<file path="config.mk">
export PLATFORM = sky130hd
export DESIGN_NAME = mic_stream_ctrl
export DESIGN_NICKNAME = d
export VERILOG_FILES = /design/src/rtl/mic_stream_ctrl.sv
export SDC_FILE = /design/constraint.sdc
export NUM_CORES = 1
export LEC_CHECK = 0
export ABC_AREA = 1
export CORE_MARGIN = 2
export CORE_UTILIZATION = 50
export CTS_CLUSTER_SIZE = 28
export DETAILED_ROUTE_END_ITERATION = 10
export PLACE_DENSITY = 0.85
export SYNTH_ARGS = -nofsm -noshare
export SYNTH_HDL_FRONTEND = slang
export SYNTH_SLANG_ARGS = --single-unit
</file>
<file path="constraint.sdc">
create_clock -name clk -period 5.3 [get_ports clk]
set_input_delay 1.59 -clock clk [delete_from_list [all_inputs] [get_ports clk]]
set_output_delay 1.59 -clock clk [all_outputs]
set_load 0.1 [all_outputs]
</file>
<file path="src/rtl/mic_stream_ctrl.sv">
// mic_stream_ctrl
// Recording controller for the microphone stream. Host commands start and stop
// recording. Each outbound link slot is given to one of two requesters: the
// microphone and the status source. The mic may win at most MIC_BURST slots in
// a row while status is waiting. The block also flags a start timeout and
// stream underrun.
//
// Ports
//   clk, rst            : clock, synchronous active-high reset
//   cmd_valid, cmd_code : host command strobe and code
//   record_start/stop   : one-cycle pulses to the Microphone block
//   mic_data(_valid)    : mic word and level-valid; mic_data_retrieved acks it
//   status_data(_valid) : status word and level-valid; status_retrieved acks it
//   tx_slot             : outbound slot pulse
//   tx_valid/data/kind  : granted word (kind 1 = mic, 2 = status)
//   rec_active          : high in STARTING or ACTIVE
//   err_start, underrun : sticky error flags, cleared by an accepted start
module mic_stream_ctrl #(
   parameter logic [7:0] CMD_START     = 8'h01,
   parameter logic [7:0] CMD_STOP      = 8'h02,
   parameter int         START_TIMEOUT = 1024,
   parameter int         STOP_HOLD     = 16,
   parameter int         MIC_BURST     = 4,
   parameter int         GAP_LIMIT     = 4096
) (
   input  logic        clk,
   input  logic        rst,
   input  logic        cmd_valid,
   input  logic [7:0]  cmd_code,
   output logic        record_start,
   output logic        record_stop,
   input  logic [31:0] mic_data,
   input  logic        mic_data_valid,
   output logic        mic_data_retrieved,
   input  logic [31:0] status_data,
   input  logic        status_valid,
   output logic        status_retrieved,
   input  logic        tx_slot,
   output logic        tx_valid,
   output logic [31:0] tx_data,
   output logic [1:0]  tx_kind,
   output logic        rec_active,
   output logic        err_start,
   output logic        underrun
);

   localparam int SW = $clog2(START_TIMEOUT + 1);
   localparam int HW = $clog2(STOP_HOLD + 1);
   localparam int GW = $clog2(GAP_LIMIT + 1);
   localparam int BW = $clog2(MIC_BURST + 1);
   localparam logic [SW-1:0] START_LAST = SW'(START_TIMEOUT - 1);
   localparam logic [HW-1:0] HOLD_LAST  = HW'(STOP_HOLD - 1);
   localparam logic [GW-1:0] GAP_LAST   = GW'(GAP_LIMIT - 1);
   localparam logic [BW-1:0] BURST_MAX  = BW'(MIC_BURST);
   localparam logic [1:0]    KIND_MIC    = 2'd1;
   localparam logic [1:0]    KIND_STATUS = 2'd2;

   typedef enum logic [1:0] {IDLE, STARTING, ACTIVE, STOPPING} state_t;

   state_t          state_reg, state_next;
   logic [SW-1:0]   start_cnt_reg;
   logic [HW-1:0]   hold_cnt_reg;
   logic [GW-1:0]   gap_cnt_reg;
   logic [BW-1:0]   burst_cnt_reg;
   logic            holdoff_tail_reg;
   logic            boot_reg;
   logic            tx_valid_reg, mic_ret_reg, stat_ret_reg;
   logic [31:0]     tx_data_reg;
   logic [1:0]      tx_kind_reg;
   logic            record_start_reg, record_stop_reg;
   logic            err_start_reg, underrun_reg;

   logic cmd_start, cmd_stop, recording;
   logic do_start, do_stop, timeout;
   logic mic_elig, arb_open, grant_mic, grant_status, gap_hit;

   assign cmd_start = cmd_valid && (cmd_code == CMD_START);
   assign cmd_stop  = cmd_valid && (cmd_code == CMD_STOP);
   assign recording = (state_reg == STARTING) || (state_reg == ACTIVE);

   always_ff @(posedge clk) begin
      if (rst) state_reg <= IDLE;
      else     state_reg <= state_next;
   end

   always_comb begin
      state_next = state_reg;
      do_start   = 1'b0;
      do_stop    = 1'b0;
      timeout    = 1'b0;
      case (state_reg)
         IDLE: begin
            if (cmd_start) begin
               state_next = STARTING;
               do_start   = 1'b1;
            end
         end
         STARTING: begin
            if (cmd_stop) begin
               state_next = STOPPING;
               do_stop    = 1'b1;
            end else if (mic_data_valid) begin
               state_next = ACTIVE;
            end else if (start_cnt_reg == START_LAST) begin
               state_next = STOPPING;
               do_stop    = 1'b1;
               timeout    = 1'b1;
            end
         end
         ACTIVE: begin
            if (cmd_stop) begin
               state_next = STOPPING;
               do_stop    = 1'b1;
            end
         end
         STOPPING: begin
            if (hold_cnt_reg == HOLD_LAST) state_next = IDLE;
         end
         default: state_next = IDLE;
      endcase

      // A mic word still valid while recording is being torn down is not taken.
      mic_elig     = mic_data_valid && recording && !do_stop;
      // Holdoff covers the tx_valid cycle and the one after it.
      arb_open     = tx_slot && !tx_valid_reg && !holdoff_tail_reg;
      grant_status = arb_open && status_valid && ((burst_cnt_reg == BURST_MAX) || !mic_elig);
      grant_mic    = arb_open && !grant_status && mic_elig;
      gap_hit      = (state_reg == ACTIVE) && !grant_mic && (gap_cnt_reg == GAP_LAST);
   end

   always_ff @(posedge clk) begin
      if (rst) begin
         start_cnt_reg    <= '0;
         hold_cnt_reg     <= '0;
         gap_cnt_reg      <= '0;
         burst_cnt_reg    <= '0;
         holdoff_tail_reg <= 1'b0;
         boot_reg         <= 1'b1;
         tx_valid_reg     <= 1'b0;
         mic_ret_reg      <= 1'b0;
         stat_ret_reg     <= 1'b0;
         tx_data_reg      <= '0;
         tx_kind_reg      <= '0;
         record_start_reg <= 1'b0;
         record_stop_reg  <= 1'b0;
         err_start_reg    <= 1'b0;
         underrun_reg     <= 1'b0;
      end else begin
         // The first cycle out of reset forces the Microphone block idle.
         boot_reg         <= 1'b0;
         record_start_reg <= do_start;
         record_stop_reg  <= do_stop || boot_reg;

         start_cnt_reg <= (state_reg == STARTING) ? start_cnt_reg + 1'b1 : '0;
         hold_cnt_reg  <= (state_reg == STOPPING) ? hold_cnt_reg + 1'b1 : '0;

         if (state_reg != ACTIVE)  gap_cnt_reg <= '0;
         else if (grant_mic || gap_hit) gap_cnt_reg <= '0;
         else                      gap_cnt_reg <= gap_cnt_reg + 1'b1;

         if (do_start) begin
            err_start_reg <= 1'b0;
            underrun_reg  <= 1'b0;
         end else begin
            if (timeout) err_start_reg <= 1'b1;
            if (gap_hit) underrun_reg  <= 1'b1;
         end

         tx_valid_reg     <= grant_mic || grant_status;
         mic_ret_reg      <= grant_mic;
         stat_ret_reg     <= grant_status;
         holdoff_tail_reg <= tx_valid_reg;
         if (grant_status) begin
            tx_data_reg <= status_data;
            tx_kind_reg <= KIND_STATUS;
         end else if (grant_mic) begin
            tx_data_reg <= mic_data;
            tx_kind_reg <= KIND_MIC;
         end

         // Burst only accumulates while status is actually waiting.
         if (grant_mic) begin
            if (!status_valid)                  burst_cnt_reg <= '0;
            else if (burst_cnt_reg != BURST_MAX) burst_cnt_reg <= burst_cnt_reg + 1'b1;
         end else if (grant_status) begin
            burst_cnt_reg <= '0;
         end
      end
   end

   assign record_start       = record_start_reg;
   assign record_stop        = record_stop_reg;
   assign mic_data_retrieved = mic_ret_reg;
   assign status_retrieved   = stat_ret_reg;
   assign tx_valid           = tx_valid_reg;
   assign tx_data            = tx_data_reg;
   assign tx_kind            = tx_kind_reg;
   assign rec_active         = recording;
   assign err_start          = err_start_reg;
   assign underrun           = underrun_reg;

endmodule

</file>
==> results.txt, run 1 <==
Status = finished clean
Worst flop-to-flop path startpoint = state_reg[0]$_SDFFE_PP0P_
Final TNS setup = 0 ps
Worst Max-Slew Pin Slew = 1020 ps
Largest buffer count on any clock path = 2
Tcrit/Tclk final = 75.6%
# diodes = 0
Max-cap violations = 0
Clk slew on worst S/H paths = 80 ps
Die Wd = 92.6 um
Final setup viols = 0
CTS hold repair buffers = 0
# IOs = 120
WP buf/inv = 2
Post_cts resized = 0
Placed Instances = 763
Via density per instance = 4.85
Post-CTS setup buffers = 0
Largest fanout on the critical path = 6
Total number of vias = 3774
First-pass detailed-route iteration total = 5
Worst Hold Class = reg2reg
TritonCTS buffer count = 9
Max FFs per register = 32
First-pass GRT wire length = 15.7 mm
Filler cells = 642
Grt total ovfl = 0
Post-synthesis sequential area ratio = 39.2%
Largest net degree at the start of global routing = 40
Clock Tree Root = clkbuf_8
Yosys warning count = 0
Antenna violations before repair = 0
Hold WS = 449 ps
Detailed-route DRC error count = 0
Post-synth EDFFs = 0
F_max = 249 MHz
Top-area cell type share of the netlist area = 39.2%
Core area = 7690 um2
Most frequent cell after synthesis = nor2_1
Post-synth net total = 648
Distinct cells, synth = 29
Vias in the first global route = 3672
Slowest-stage cell, CP = clkdlybuf4s50_1
GRT Overall Usage = 22.6%
Dominant synthesized flop cell = dfxtp_1
Crit-path max cell delay = 1160 ps
Routed WL per cell = 12.1 um
Die Span Y = 92.6 um
Post-synth design cell area = 3930 um2
Antenna violation net count after detailed routing = 0
Relative max-transition margin = 32.0%
Maximum VDD drop = 0.234 mV
Synthesized instance count = 559
Critical-path cell list = inv_1 -> ha_1 -> clkdlybuf4s50_1
DP HPWL = 7.07 mm
Final wirelength = 9.44 mm
Ranking of synthesized cells by area = dfxtp_1, nor2_1, inv_1
Area of the die = 8580 um2
Clock latency on the worst-skew pair = 350 ps
RSZ-0062 raised after global routing = no
Final nets = 761
Synth cell count leaders = nor2_1, inv_1, nand2_1
Synth Register Bits = 77
CTS tree = built
Min cycle time layout = 4010 ps
Clk_skew = 16.0 ps
Worst EP arrival = 2420 ps
Final Hold Vio Count = 0
RD Place Congestion = 0.838
Crit path max-delay family = buffers and inverters
Hold Path Origin = tx_valid$_SDFF_PP0_
Row Count = 32
Fin cells = 778
Worst Setup SP = state_reg[0]$_SDFFE_PP0P_
Buffers on Ports = 119
CP Class = reg2out
H-tree depth = 3
Worst Setup End Kind = output pin
CP Launch Type = flop
DRT iter0 DRCs = 181
Pwr Density = 368 nW/um2
Synth area leader = dfxtp_1
Ys async rst share = 0%
Clock Sinks = 77
Layout cell share with drive strength beyond 1 = 7.84%
Slew Viols, Final = 0
Starting density of the core = 51.1%
Required @ worst endpoint = 3710 ps
Synth Area per Inst = 7.03 um2
Syn-to-layout area delta = 36.3%
Static Leakage = 2.28 nW
power by group:
group	leakage, nW	switching, mW	internal [mW]
Clock	0.105	0.207	0.275
Sequential	0.626	0.0306	0.629
Combinational	1.54	0.603	0.225
per-stage QoR:
| stage | cell area (um2) | power [mW] | worst slack, ps | util (%) |
|---|---|---|---|---|
| floorplan | 3930 | 1.31 | 2350 | - |
| global placement | 5140 | 1.48 | 1420 | 66.9 |
| detailed placement | 5140 | 1.50 | 1310 | 66.9 |
| CTS | 5350 | 1.98 | 1270 | 69.6 |
| global route | 5350 | 2.07 | 1180 | 69.6 |
| finish | 5350 | 1.97 | 1290 | 69.6 |
worst min-delay path: cells and delay by family, from the launching register on:
| family | cells | cell delay (ps) |
|---|---|---|
| simple gates | 1 | 30 |
| buf+inv | 1 | 60 |
| flops | 1 | 320 |
layout make-up:
| type | instances | area, um2 | area share (%) |
|---|---|---|---|
| clock buffer | 11 | 141 | 2.64 |
| clock inverter | 4 | 72.6 | 1.36 |
| inverter | 90 | 338 | 6.31 |
| multi-input combinational | 371 | 1910 | 35.7 |
| sequential | 77 | 1540 | 28.8 |
| tap | 102 | 128 | 2.38 |
| timing repair buffer | 123 | 1220 | 22.8 |
logic make-up (layout without fill, tap and decap cells):
logic type,count (synthesis),count (layout),synth area share (%)
simple gates,308,308,37.3
buf+inv,111,228,12.1
flops,77,77,39.2
compound gates,41,41,5.38
fa+ha+maj,11,11,3.50
xor+xnor,11,11,2.45
cells in the final DEF, fill, tap and decap left out, types with 12 or more instances in the layout:
| cell type | n |
|---|---|
| inv_1 | 90 |
| nand2_1 | 90 |
| clkdlybuf4s50_1 | 119 |
| nor2_2 | 13 |
| o21ai_0 | 22 |
| nor2_4 | 12 |
| a21oi_1 | 17 |
| dfxtp_1 | 77 |
| nand3_1 | 49 |
| nor2_1 | 114 |
worst paths after layout:
kind | endpoint | slack (ps) | cells past startpoint
min reg2reg | holdoff_tail_reg$_SDFF_PP0_ | 450 | 2
max | rec_active | 1290 | 3
min | holdoff_tail_reg$_SDFF_PP0_ | 450 | 2
max reg2reg | tx_data[25]$_SDFFE_PP0P_ | 2670 | 10
layer usage:
layer	global-route usage [%]	vias to the layer above	wire [um]
li1	-	1938	-
met1	25.4	1714	3790
met2	41.1	106	4910
met3	4.48	16	553
met4	10.0	0	188
met5	0	-	0
Note: power is estimated with default switching activity, not from simulation.
==> run 2: changes to the inputs <==
CORE_UTILIZATION = 43   (was 50)
PLACE_DENSITY = 0.77   (was 0.85)
clock period = 3.5 ns   (was 5.3 ns; I/O delays follow)
==> results.txt, run 2 (synthesized netlist as in run 1, its figures left out) <==
First-pass detailed-route iteration total = 4 (was 5)
DRT iter0 DRCs = 110 (was 181)
Pre-CTS setup slack = 350 ps (was 1310 ps)
Worst setup path end = tx_data[18]$_SDFFE_PP0P_ (was rec_active)
Slew Viols, Final = 0 (unchanged)
CP Launch Type = primary input (was flop)
Relative max-transition margin = 65.4% (was 32.0%)
DP HPWL = 7.04 mm (was 7.07 mm)
Required @ worst endpoint = 3730 ps (was 3710 ps)
Clock Sinks = 77 (unchanged)
Min cycle time layout = 2780 ps
Clk slew on worst S/H paths = 80 ps (about the same)
Area of the die = 9920 um2 (was 8580 um2)
FF-to-FF End = tx_data[25]$_SDFFE_PP0P_ (unchanged)
Row Count = 34 (was 32)
Syn-to-layout area delta = 34.6% (was 36.3%)
RD Place Congestion = 0.804 (was 0.838)
Largest buffer count on any clock path = 2 (unchanged)
Antenna violations before repair = 0 (unchanged)
CTS hold repair buffers = 0 (unchanged)
Worst Max-Slew Pin Slew = 518 ps (was 1020 ps)
Worst EP arrival = 3010 ps (was 2420 ps)
Grt total ovfl = 0 (unchanged)
Final setup viols = 0 (unchanged)
Crit-path max cell delay = 510 ps (was 1160 ps)
Leading cell type in the layout, fill and taps excluded = nor2_1 (was clkdlybuf4s50_1)
Detailed-route DRC error count = 0 (unchanged)
CTS tree = built (unchanged)
Pwr Density = 565 nW/um2 (was 368 nW/um2)
Routed WL per cell = 12.2 um (was 12.1 um)
CP Class = in2reg (was reg2out)
Layout cell share with drive strength beyond 1 = 14.5% (was 7.84%)
Final wirelength = 9.56 mm (was 9.44 mm)
Buffers on Ports = 119 (unchanged)
Antenna violation net count after detailed routing = 0 (unchanged)
Fin cells = 786 (was 778)
Static Leakage = 2.37 nW (was 2.28 nW)
Clock latency on the worst-skew pair = 350 ps (about the same)
Status = finished clean (unchanged)
Tcrit/Tclk final = 79.3%
Worst Setup SP = cmd_valid (was state_reg[0]$_SDFFE_PP0P_)
Final nets = 762 (was 761)
Largest fanout on the critical path = 27 (was 6)
Final TNS setup = 0 ps (unchanged)
Final Hold Vio Count = 0 (unchanged)
Total number of vias = 3763 (was 3774)
GRT Overall Usage = 19.4% (was 22.6%)
Worst Reg-to-Reg Cells = 12 (was 10)
F_max = 360 MHz
Crit-path most repeated cell = nor2_1
Worst Setup End Kind = flop (was output pin)
Max-cap violations = 0 (unchanged)
Clock Tree Root = clkbuf_8 (unchanged)
Final core occ = 60.0% (was 69.6%)
Final instance area = 5290 um2 (was 5350 um2)
Hold WS = 445 ps (was 449 ps)
Critical-path cell list = clkdlybuf4s50_1 -> nand3_1 -> nor2_1 -> nand3_1 -> nand4_2 -> nand2_2 -> buf_4 -> nand2_1 -> nand2_1 -> nor2_1 -> nor2_1 (was inv_1 -> ha_1 -> clkdlybuf4s50_1)
RSZ-0062 raised after global routing = no (unchanged)
Worst flop-to-flop path startpoint = state_reg[0]$_SDFFE_PP0P_ (unchanged)
Starting density of the core = 44.6% (was 51.1%)
Post_cts resized = 0 (unchanged)
FF-to-FF setup slack = 1210 ps (was 2670 ps)
Post-CTS setup buffers = 0 (unchanged)
Placed Instances = 770 (was 763)
Vias in the first global route = 3621 (was 3672)
Max FFs per register = 32 (unchanged)
TritonCTS buffer count = 9 (unchanged)
Slowest-stage cell, CP = clkdlybuf4s50_1 (unchanged)
# diodes = 0 (unchanged)
Clk_skew = 5.56 ps (was 16.0 ps)
Via density per instance = 4.79 (was 4.85)
Final WS setup = 723 ps (was 1290 ps)
Commonest non-fill, non-tap cells in the layout = nor2_1, inv_1, nand2_1 (was clkdlybuf4s50_1, nor2_1, inv_1, nand2_1, dfxtp_1)
First-pass GRT wire length = 15.7 mm (about the same)
Placed instance area = 5060 um2 (was 5140 um2)
# IOs = 120 (unchanged)
Worst Hold Class = reg2reg (unchanged)
Core area = 8810 um2 (was 7690 um2)
Largest net degree at the start of global routing = 38 (was 40)
Die Wd = 99.6 um (was 92.6 um)
Power, Total = 2.99 mW (was 1.97 mW)
Maximum VDD drop = 0.322 mV (was 0.234 mV)
Die Span Y = 99.6 um (was 92.6 um)
H-tree depth = 3 (unchanged)
## run 2: routing by layer
layer  track usage [%]  up-vias  wire length [um]  share of wire [%]
met1              21.2     1709              3900                 41
met5                 0        -                 0                  0
li1                  -     1944                 -                  -
met3              5.69       21               601                6.3
met4              7.17        0               235                2.5
met2              35.2       89              4820                 50
## run 2: worst min path at each step
stage	start	endpoint	cells past startpoint
floorplan	boot_reg$_DFF_P_	record_stop$_SDFF_PP0_	2
detailed placement	tx_valid$_SDFF_PP0_	holdoff_tail_reg$_SDFF_PP0_	2
finish	tx_valid$_SDFF_PP0_	holdoff_tail_reg$_SDFF_PP0_	2
global route	tx_valid$_SDFF_PP0_	holdoff_tail_reg$_SDFF_PP0_	2
global placement	tx_valid$_SDFF_PP0_	holdoff_tail_reg$_SDFF_PP0_	2
CTS	tx_valid$_SDFF_PP0_	holdoff_tail_reg$_SDFF_PP0_	2
## run 2: final cells by class
cell class	count	area (um2)
fillers	807	3520
multi-input cells	371	1910
flip-flops and latches	77	1540
repair buffers	124	1140
inverters	90	338
clock buffers	10	138
well taps	108	135
clock inverters	6	86.3
## run 2: power by group
group	total (mW)	leakage [nW]	internal [mW]	switching [mW]
clock network	0.747	0.112	0.419	0.328
logic	1.24	1.63	0.324	0.918
registers	1.00	0.626	0.953	0.0467
## run 2: critical path, delay by kind of cell
kind                   cells  cell delay (ps)
buffers and inverters      2              800
and+or+nand+nor            9             1150
